## src/rtl/uart_baud_gen.sv

```systemverilog
// UART bit-rate generator: programmable integer+fractional divisor, selectable strobe phase,
// and a frame bit counter with an end-of-frame pulse.
module uart_baud_gen #(
    parameter int unsigned CNT_W       = 16,
    parameter int unsigned FRAC_W      = 4,
    parameter int unsigned DIV_DEFAULT = 52,
    parameter int unsigned FRAME_BITS  = 10,
    parameter int unsigned IDX_W       = 4
) (
    input  logic              CLK,
    input  logic              RSTn,
    input  logic              Count_Sig,
    input  logic              Phase_Mode,
    input  logic              Div_Wr,
    input  logic [CNT_W-1:0]  Div_Int,
    input  logic [FRAC_W-1:0] Div_Frac,
    output logic              BPS_CLK,
    output logic [IDX_W-1:0]  Bit_Idx,
    output logic              Frame_Done,
    output logic              Wr_Err
);

    localparam logic [CNT_W-1:0] DivDefault = CNT_W'(DIV_DEFAULT);
    localparam logic [CNT_W-1:0] DivMin     = CNT_W'(2);
    localparam logic [IDX_W-1:0] LastIdx    = IDX_W'(FRAME_BITS - 1);

    logic [CNT_W-1:0]  div_int_q, div_int_d;
    logic [FRAC_W-1:0] div_frac_q, div_frac_d;
    logic [CNT_W-1:0]  count_q, count_d;
    logic [IDX_W-1:0]  idx_q, idx_d;
    logic [FRAC_W-1:0] acc_q, acc_d;
    logic              ext_q, ext_d;
    logic              wr_err_q, wr_err_d;

    logic [CNT_W:0]    period_m1;
    logic              bit_end;
    logic              last_bit;
    logic [CNT_W-1:0]  tick_pos;
    logic [FRAC_W:0]   frac_sum;

    // One extra bit so a full-scale divisor plus carry cannot wrap the compare.
    assign period_m1 = {1'b0, div_int_q} + (CNT_W+1)'(ext_q) - (CNT_W+1)'(1);
    assign bit_end   = ({1'b0, count_q} == period_m1);
    assign last_bit  = (idx_q == LastIdx);
    assign tick_pos  = Phase_Mode ? '0 : (div_int_q >> 1);
    assign frac_sum  = {1'b0, acc_q} + {1'b0, div_frac_q};

    always_comb begin
        div_int_d  = div_int_q;
        div_frac_d = div_frac_q;
        count_d    = count_q;
        idx_d      = idx_q;
        acc_d      = acc_q;
        ext_d      = ext_q;
        wr_err_d   = Div_Wr & Count_Sig;

        if (Div_Wr && !Count_Sig) begin
            div_int_d  = (Div_Int < DivMin) ? DivMin : Div_Int;
            div_frac_d = Div_Frac;
        end

        if (!Count_Sig) begin
            count_d = '0;
            idx_d   = '0;
            acc_d   = '0;
            ext_d   = 1'b0;
        end else if (bit_end) begin
            count_d        = '0;
            {ext_d, acc_d} = frac_sum;
            idx_d          = last_bit ? '0 : idx_q + IDX_W'(1);
        end else begin
            count_d = count_q + CNT_W'(1);
        end
    end

    always_ff @(posedge CLK or negedge RSTn) begin
        if (!RSTn) begin
            div_int_q  <= DivDefault;
            div_frac_q <= '0;
            count_q    <= '0;
            idx_q      <= '0;
            acc_q      <= '0;
            ext_q      <= 1'b0;
            wr_err_q   <= 1'b0;
        end else begin
            div_int_q  <= div_int_d;
            div_frac_q <= div_frac_d;
            count_q    <= count_d;
            idx_q      <= idx_d;
            acc_q      <= acc_d;
            ext_q      <= ext_d;
            wr_err_q   <= wr_err_d;
        end
    end

    // Strobes are held low while reset is asserted even if the enable is high.
    assign BPS_CLK    = RSTn & Count_Sig & (count_q == tick_pos);
    assign Frame_Done = RSTn & Count_Sig & bit_end & last_bit;
    assign Bit_Idx    = idx_q;
    assign Wr_Err     = wr_err_q;

endmodule
```

## config.mk

```make
export PLATFORM = sky130hd
export DESIGN_NAME = uart_baud_gen
export DESIGN_NICKNAME = d
export VERILOG_FILES = /design/src/rtl/uart_baud_gen.sv
export SDC_FILE = /design/constraint.sdc
export NUM_CORES = 1
export LEC_CHECK = 0
export CAP_MARGIN = 40
export CELL_PAD_IN_SITES_DETAIL_PLACEMENT = 1
export CELL_PAD_IN_SITES_GLOBAL_PLACEMENT = 2
export CORE_MARGIN = 3
export CORE_UTILIZATION = 36
export CTS_CLUSTER_DIAMETER = 30
export CTS_CLUSTER_SIZE = 40
export DETAILED_ROUTE_END_ITERATION = 8
export GPL_TIMING_DRIVEN = 0
export PLACE_DENSITY = 0.88
export SKIP_LAST_GASP = 1
export SLEW_MARGIN = 30
export SYNTH_ARGS = -nofsm -noshare
export SYNTH_HDL_FRONTEND = slang
export SYNTH_SLANG_ARGS = --single-unit
```

## constraint.sdc

```tcl
create_clock -name CLK -period 3.15 [get_ports CLK]
set_input_delay 0.63 -clock CLK [delete_from_list [all_inputs] [get_ports CLK]]
set_output_delay 0.63 -clock CLK [all_outputs]
set_load 0.02 [all_outputs]
```

==> results.sh <==
export IMPL_outcome="complete, but fails checks"
export IMPL_violations="setup timing"
export IMPL_synth_top_family_by_area="simple AND/OR/NAND/NOR gates"
export IMPL_final_cell_mix="dfrtp_1, nor2_1, clkdlybuf4s50_1"
export IMPL_synth_edf_count=0
export IMPL_path_delay_family="simple AND/OR/NAND/NOR gates"
export IMPL_grt_max_degree=48
export IMPL_critPathCaptureType="primary output"
export IMPL_synthSimpleGateAreaFrac_pct=25.11
export IMPL_relSlewSlack_pct=63.76
export IMPL_crit_type="flop to primary output"
export IMPL_area_growth_pct=21.80
export IMPL_rsz0062_at_grt="true"
export IMPL_n_antenna_cell=0
export IMPL_critPathMostFrequentCell="buf_6"
export IMPL_drc=0
export IMPL_p_per_area_nw_per_um2=384.1
export IMPL_cts_tree="done"
export IMPL_ys_seq_area_share_pct=37.26
export IMPL_cp_data_arrival_time_ns=2.71
export IMPL_synth_cells=340
export IMPL_drive_above_1_share_pct=15.84
export IMPL_synthMuxAreaShare_pct=7.348
export IMPL_synth_warning_count=0
export IMPL_hold_path_class="input pin to async pin"
export IMPL_overflow=0
export IMPL_fin_ws_ns=-0.1863
export IMPL_routedWlPerCell_microns=16.88
export IMPL_cp_required_ns=2.52
export IMPL_crit_fanout=5
export IMPL_synth_seq_cells=46
export IMPL_dieArea_sq_um=9758
export IMPL_finalSetupViolations=1
export IMPL_cts_path_max_buffers=2
export IMPL_synth_xor_area_share_pct=10.74
export IMPL_vias_per_cell=5.451
export IMPL_slowest_stage="or4_4"
export IMPL_numCtsBuffers=5
export IMPL_synth_cell_types=64
export IMPL_critPathMaxStageDelay_ns=0.56
export IMPL_crit_chain="buf_6 -> or4_4 -> nand2b_4 -> buf_6 -> nor3_4 -> xor2_1 -> mux2i_1 -> nand2_1 -> and4b_1 -> buf_6"
export IMPL_drtIter0Drc=77
export IMPL_synth_area_sq_um=3099
export IMPL_coreArea_sq_um=8299
export IMPL_cts_hold_buf=0
export IMPL_num_vias=2671
export IMPL_fin_worst_skew_ns=0.01388
export IMPL_grt_pass1_vias=2764
export IMPL_peakVddDrop_mv=0.1933
export IMPL_io_pins=32
export IMPL_start_util_pct=37.34
export IMPL_syn_num_nets=375
export IMPL_synthAdderAreaFrac_pct=4.279
export IMPL_synth_compound_area_share_pct=10.54
export IMPL_grt_usage_pct=17.88
export IMPL_synthFlopType="dfrtp_1"
export IMPL_dp_hpwl_microns=6301
export IMPL_synth_area_per_cell_sq_um=9.115
export IMPL_worst_pin_slew_ns=0.5436
export IMPL_whs_ns=0.2872
export IMPL_antenna_found_initial=0
export IMPL_timing_fmax_ghz=0.2997
export IMPL_numPortBuffers=30
export IMPL_routed_wl_microns=8272
export IMPL_drt_pass1_iterations=4
export IMPL_start_kind="flop"
export IMPL_max_cap_violations=0
export IMPL_final_antenna_net_count=0
export IMPL_globalplace_congestion=0.8029
export IMPL_ys_async_sr_fraction_pct=100.0
export IMPL_mostFrequentLayoutCell="dfrtp_1"
export IMPL_clock_sinks=46
export IMPL_period_needed_ns=3.336
export IMPL_finalNetCount=419
export IMPL_finalMaxSlewViolations=0
export IMPL_h_tree_depth=2
export IMPL_power_leakage_nw=1.574
export IMPL_tns_ns=-0.1863
export IMPL_die_height_microns=98.79
export IMPL_post_place_ws_ns=-0.5345
export IMPL_rows=33
export IMPL_die_x_microns=98.79
export IMPL_period_share_pct=105.9
export IMPL_clock_latency_ns=0.31
export IMPL_finalPower_mw=1.450
export IMPL_grt_pass1_wl_microns=13990
export IMPL_path_buf_inv=3
export IMPL_clkSlewWorstSetupHoldPaths_ns=0.10
export IMPL_cts_root_buf="clkbuf_8"
export IMPL_hold_viol_final=0
## metal layers
metal	vias up	share of wire, %	track usage, %
li1	1294	-	-
met1	1335	48	23.89
met2	36	49	29.39
met3	6	2.5	2.902
met4	0	1.2	6.092
met5	-	0	0
## kinds of logic after synthesis
group,after synthesis
AO/OA/AOI/OAI,50
buffers and inverters,35
flip-flops,46
adder cells (fa/ha/maj),10
AND/OR/NAND/NOR,140
XOR/XNOR,38
multiplexers,21
## metrics by stage
step | cells | utilization (%) | cell area (sq um)
5_1_grt | 490 | 45.48 | 3775
3_5_place_dp | 476 | 42.85 | 3556
2_1_floorplan | 340 | - | 3099
6_report | 490 | 45.48 | 3775
3_3_place_gp | 475 | 42.54 | 3531
4_1_cts | 486 | 44.43 | 3687
## worst reg2reg max path, cell delays in order (launching register included)
cell and delay, ns:
dfrtp_1 0.38, inv_1 0.08, ha_2 0.21, ha_4 0.18, and2b_2 0.22, nand3_4 0.13
or4b_1 0.51, o211a_2 0.15, nor4_2 0.32, nand4_2 0.11, buf_4 0.19, or3_1 0.35
a21oi_1 0.15
## state kept, by name, summed over array words and instances (netlist names)
signal      flops
ext_q           1
div_int_q      16
acc_q           4
Bit_Idx         4
div_frac_q      4
Wr_Err          1
count_q        16
## path summary, 6_finish.rpt
kind	to	startpoint	depth (start not counted)	slack (ns)
setup / recovery	Frame_Done	div_int_q[8]$_DFFE_PN0P_	10	-0.19
hold / removal	div_int_q[1]$_DFFE_PN0P_	RSTn	2	0.29
setup reg to reg	Bit_Idx[0]$_DFFE_PN0P_	div_int_q[0]$_DFFE_PN0P_	12	0.07
hold reg to reg	div_frac_q[0]$_DFFE_PN0P_	div_frac_q[0]$_DFFE_PN0P_	1	0.53
max in group asynchronous	div_int_q[4]$_DFFE_PN1P_	RSTn	2	2.59
min in group CLK	div_frac_q[0]$_DFFE_PN0P_	div_frac_q[0]$_DFFE_PN0P_	1	0.53
## synthesized netlist by cell type (3+ instances only)
| master | number | share of area [%] |
|---|---|---|
| dfrtp_1 | 43 | 35 |
| xor2_1 | 18 | 5.1 |
| ha_1 | 9 | 3.6 |
| a21oi_1 | 11 | 1.8 |
| xnor2_1 | 20 | 5.7 |
| nand2_1 | 23 | 2.8 |
| o32ai_1 | 4 | 1.1 |
| nand4_1 | 10 | 2.0 |
| o22ai_1 | 3 | 0.61 |
| a21o_1 | 3 | 0.73 |
| and3_1 | 5 | 1.0 |
| buf_2 | 3 | 0.48 |
| clkbuf_1 | 15 | 1.8 |
| dfstp_2 | 3 | 2.5 |
| nor4_1 | 3 | 0.61 |
| mux2_2 | 14 | 5.1 |
| o21ai_0 | 12 | 1.9 |
| or3_1 | 3 | 0.61 |
| inv_1 | 13 | 1.6 |
| nor3_1 | 9 | 1.5 |
| mux2i_1 | 7 | 2.3 |
| nor2_1 | 41 | 5.0 |
| nor2b_1 | 5 | 1.0 |
| nand3_1 | 13 | 2.1 |
## repair_timing
item                       4_1_cts  5_1_grt
resized for setup               13       11
pin swaps                        2        4
setup endpoints to repair       22       22
setup buffers                    3        5
## area by class of cell
cell class	count	area (sq um)
Inverter	14	52.55
Buffer	19	86.33
Clock inverter	3	25.02
Sequential cell	46	1156
Timing Repair Buffer	39	391.6
Fill cell	939	4524
Tap cell	105	131.4
Clock buffer	5	68.82
Multi-Input combinational cell	259	1863
## power breakdown
group / switching [mW] / leakage [nW] / internal (mW)
Sequential: 0.0573 / 0.591 / 0.635
Combinational: 0.195 / 0.939 / 0.181
Clock: 0.221 / 0.0447 / 0.161
No activity file was read; power rests on OpenSTA's default activity.
